### src/rtl/serial_adder.sv
// Bit-serial adder: one full-adder cell plus a carry flop, LSB first, start/busy/done handshake.
// Optional signed-overflow output enabled by defining SERIAL_ADDER_OVF_EN.
module serial_adder #(
  parameter int WIDTH = 8
) (
  input  logic             clk,
  input  logic             rst_n,
  input  logic             start,
  input  logic             c_in,
  input  logic [WIDTH-1:0] a,
  input  logic [WIDTH-1:0] b,
  output logic             busy,
  output logic             done,
  output logic [WIDTH-1:0] suma,
  output logic             c_out
`ifdef SERIAL_ADDER_OVF_EN
  ,
  output logic             ovf
`endif
);

  localparam int CNT_W = $clog2(WIDTH + 1);

  typedef enum logic [1:0] {IDLE, SHIFT, DONE} state_t;

  state_t             state_q, state_d;
  logic [WIDTH-1:0]   a_q, a_d, b_q, b_d;
  logic [WIDTH-1:0]   res_q, res_d;
  logic [WIDTH-1:0]   suma_q, suma_d;
  logic               carry_q, carry_d;
  logic               c_out_q, c_out_d;
  logic [CNT_W-1:0]   cnt_q, cnt_d;
`ifdef SERIAL_ADDER_OVF_EN
  logic               ovf_q, ovf_d;
`endif

  logic               s_bit, c_next, last_bit;
  logic [WIDTH:0]     res_shift;

  // Single full-adder cell; the new sum bit enters the result from the MSB side.
  always_comb begin
    s_bit     = a_q[0] ^ b_q[0] ^ carry_q;
    c_next    = (a_q[0] & b_q[0]) | (a_q[0] & carry_q) | (b_q[0] & carry_q);
    res_shift = {s_bit, res_q};
    last_bit  = (cnt_q == CNT_W'(WIDTH - 1));
  end

  always_ff @(posedge clk or negedge rst_n) begin
    if (!rst_n) begin
      state_q <= IDLE;
      a_q     <= '0;
      b_q     <= '0;
      res_q   <= '0;
      suma_q  <= '0;
      carry_q <= 1'b0;
      c_out_q <= 1'b0;
      cnt_q   <= '0;
`ifdef SERIAL_ADDER_OVF_EN
      ovf_q   <= 1'b0;
`endif
    end else begin
      state_q <= state_d;
      a_q     <= a_d;
      b_q     <= b_d;
      res_q   <= res_d;
      suma_q  <= suma_d;
      carry_q <= carry_d;
      c_out_q <= c_out_d;
      cnt_q   <= cnt_d;
`ifdef SERIAL_ADDER_OVF_EN
      ovf_q   <= ovf_d;
`endif
    end
  end

  always_comb begin
    state_d = state_q;
    case (state_q)
      IDLE, DONE: state_d = start ? SHIFT : IDLE;
      SHIFT:      state_d = last_bit ? DONE : SHIFT;
      default:    state_d = IDLE;
    endcase
  end

  always_comb begin
    a_d     = a_q;
    b_d     = b_q;
    res_d   = res_q;
    suma_d  = suma_q;
    carry_d = carry_q;
    c_out_d = c_out_q;
    cnt_d   = cnt_q;
`ifdef SERIAL_ADDER_OVF_EN
    ovf_d   = ovf_q;
`endif
    case (state_q)
      IDLE, DONE: begin
        if (start) begin
          a_d     = a;
          b_d     = b;
          carry_d = c_in;
          cnt_d   = '0;
        end
      end
      SHIFT: begin
        a_d     = a_q >> 1;
        b_d     = b_q >> 1;
        carry_d = c_next;
        cnt_d   = cnt_q + CNT_W'(1);
        res_d   = res_shift[WIDTH:1];
        if (last_bit) begin
          suma_d  = res_shift[WIDTH:1];
          c_out_d = c_next;
`ifdef SERIAL_ADDER_OVF_EN
          // carry_q here is the carry into the MSB cell
          ovf_d   = carry_q ^ c_next;
`endif
        end
      end
      default: ;
    endcase
  end

  always_comb begin
    busy  = (state_q == SHIFT);
    done  = (state_q == DONE);
    suma  = suma_q;
    c_out = c_out_q;
`ifdef SERIAL_ADDER_OVF_EN
    ovf   = ovf_q;
`endif
  end

endmodule
### config.mk
export PLATFORM = sky130hd
export DESIGN_NAME = serial_adder
export DESIGN_NICKNAME = d
export VERILOG_FILES = /design/src/rtl/serial_adder.sv
export SDC_FILE = /design/constraint.sdc
export NUM_CORES = 1
export LEC_CHECK = 0
export CORE_UTILIZATION = 45
export CTS_CLUSTER_DIAMETER = 100
export CTS_CLUSTER_SIZE = 10
export DETAILED_ROUTE_END_ITERATION = 10
export PLACE_DENSITY = 0.72
export SLEW_MARGIN = 5
export SYNTH_ARGS = -nofsm -noshare
export SYNTH_HDL_FRONTEND = slang
export SYNTH_SLANG_ARGS = --single-unit
export TNS_END_PERCENT = 1
### constraint.sdc
create_clock -name clk -period 1.82 [get_ports clk]
set_clock_uncertainty 0.05 [all_clocks]
set_input_delay 0.364 -clock clk [delete_from_list [all_inputs] [get_ports clk]]
set_output_delay 0.364 -clock clk [all_outputs]
set_load 0.03 [all_outputs]
==> metrics <==
run status=finished, violations left; failing checks=hold timing; crit path cell chain=and2b_4, buf_12, buf_8; syn_nets=about 140; Post-Synth Simple-Gate Area=0.0438; Vias/cell=5.26; Syn Inst Count=~110; post-synthesis compound-gate area fraction=0.174; # fillers=287; CTS Hold Bufs=0; CP max-delay cell=dfrtp_1; vias after detailed routing=1036; Mean Syn Cell Area=approximately 14 um^2; initial antenna violation count=0; Inserted Clock Buffers=5; Placed Cells incl. Taps=approximately 190; gpl congestion=roughly 0.68; Slew Viols, Final=0; Register-to-Register Setup Slack=between 0.1 and 0.15 ns; CP required=1.41 ns; Power Internal=2410 uW; clk_lat worst skew=about 0.34 ns; HPWL Detailed=1890 um; Psw=approximately 1300 uW; Sw Ratio=0.347; ANT nets after route=0; crit path time final=~1.8 ns; Die Area=3860 um^2; starting density of the core=0.480; most frequent cells in the layout=dfrtp_1, a22o_1, clkdlybuf4s50_1, mux2_2, a21o_1; Hold Vio Cnt, Final=4; drt drc=0; Reg clk slew, reported paths=roughly 0.11 ns; static leakage=0.00113 uW; first-pass GRT wire length=slightly below 5000 um; path depth of the worst reg2reg path=5; maximum VDD drop=approximately 0.77 mV; ratio of cells with drive above 1 in the final layout=0.238; Mapped Area=approximately 1600 um^2; startpoint types=register; Routed WL=between 2000 and 3000 um; part of the cycle the worst path needs=0.964; Slew HR=0.679; Core ar.=3390 um^2; H-tree Lvls=2; die width=62.1 um; clk root buf=clkbuf_4; crit path DAT=about 1.3 ns; Worst Path Max Fanout=22; Congestion Overflow GR=0; Yosys cell types=18; Setup CP Type=reg -> out; CTS Buffer Depth=2; Post-Synth XOR/XNOR Area=0; Area Overhead vs Synth=28.4%; final core utilization=0.616; Post-Synth Adder-Cell Area=0.0200; Worst Setup End Kind=output pin; setup repair after global routing missed its margin=true; FMAX=between 500 and 600 MHz; DR WL/cell=about 14 um; Pwr Density=about 1800 nW/um^2; max-cap violations=0; DR iter-0 viols=37; vias in the first global route=1079; Layout Cells excl Fill=197; antenna cells=0; FF-to-FF End=suma[6]; Synth Register Bits=39; 1st-pass router iterations=2; die height=62.1 um; Reg power frac=0.412; CTS tree=yes; multiplexer share of the synthesized area=0.130; post-route setup TNS=0 ns; warnings from Yosys=0; I/O pin count=31; Multi-input gate area=between 600 and 700 um^2; actual slew at the worst max-slew pin=just under 0.5 ns; Seq/Total Area, Yosys=0.600; GRT Total Usage=0.168; setup violators final=0; Clock power frac=0.134; FP Rows=21; Hold Slack=-0.00266 ns; largest net degree at the start of global routing=40; Clock Sinks=39; Gate power share=0.454; most common cell after layout, fill and taps aside=dfrtp_1; Seq. cell area=slightly below 1000 um^2; Reg-to-Reg Start=state_q[1]; Max stage delay on crit path=~0.38 ns; number of buffers added on ports=30; Final #Nets=around 170; Hold WC Path Type=in -> async; largest family of logic cells by synthesized area=compound AO/OA/AOI/OAI gates
==> flip-flops by register name (all words and copies together), names as in the netlist <==
signal	cells
a_q	8
b_q	8
c_out	1
carry_q	1
cnt_q	4
res_q	7
state_q	2
suma	8
==> metrics by stage <==
stage          power (uW)  setup WS (ns)  area [um^2]
2_1_floorplan        2700          0.392         1630
3_3_place_gp         3060        -0.0462         1960
3_5_place_dp         3140        -0.0836         1960
4_1_cts              3690       -0.00815         2040
5_1_grt              3960        -0.0108         2090
6_report             3700         0.0654         2090
==> timing repair <==
item | CTS | global route
setup endpoints to repair | 3 | 9
setup buffers | 0 | 3
resized for setup | 7 | 9
==> kinds of logic after synthesis <==
logic type      after synthesis
compound gates               35
buf+inv                       7
simple gates                 11
fa+ha+maj                     2
mux                          19
flops                        39
==> power groups by stage <==
stage / combinational (uW) / sequential, uW / clock (uW)
3_5_place_dp: 1590 / 1550 / 0
4_1_cts: 1650 / 1530 / 512
5_1_grt: 1820 / 1580 / 551
3_3_place_gp: 1540 / 1510 / 0
6_report: 1680 / 1520 / 497
2_1_floorplan: 1040 / 1660 / 0
==> worst max-delay path by stage <==
stage / start / endpoint
final: state_q[1] / busy
after global routing: state_q[1] / busy
after CTS: state_q[1] / busy
after detailed placement: start / cnt_q[0]
after global placement: start / cnt_q[0]
after floorplan: cnt_q[0] / c_out
==> critical path, delay by kind of cell (launching register included) <==
family,cells,cell delay [ns]
buffers and inverters,2,0.31
flip-flops,1,0.38
AND/OR/NAND/NOR,1,0.31
==> routing by layer <==
layer	routed length, um	part of all wire	up-vias	GRT usage
met2	1420	0.50	18	0.276
met4	44	0.015	0	0.0698
met1	1270	0.45	521	0.202
met3	109	0.038	5	0.0551
met5	0	0	-	0
li1	-	-	492	-
==> cell usage after synthesis <==
library cell | instances | share of area
nor3b_2 | 1 | 0.0077
buf_2 | 3 | 0.0092
a21o_1 | 15 | 0.069
o21ai_0 | 1 | 0.0031
a22o_1 | 19 | 0.10
dfrtp_1 | 39 | 0.60
ha_1 | 1 | 0.0077
buf_6 | 2 | 0.014
mux2i_1 | 2 | 0.012
nor2b_1 | 3 | 0.012
nand2b_1 | 1 | 0.0038
fa_1 | 1 | 0.012
mux2_2 | 17 | 0.12
buf_4 | 2 | 0.0092
nand2_1 | 3 | 0.0069
nand4_1 | 1 | 0.0038
nor2_2 | 1 | 0.0038
and2b_4 | 1 | 0.0061
==> layout make-up <==
type,instances,share of cell area
clock buffers,8,0.0329
flip-flops and latches,39,0.467
repair buffers,37,0.183
multi-input cells,67,0.289
well taps,46,0.0275
Power figures use the tool's default switching activity.
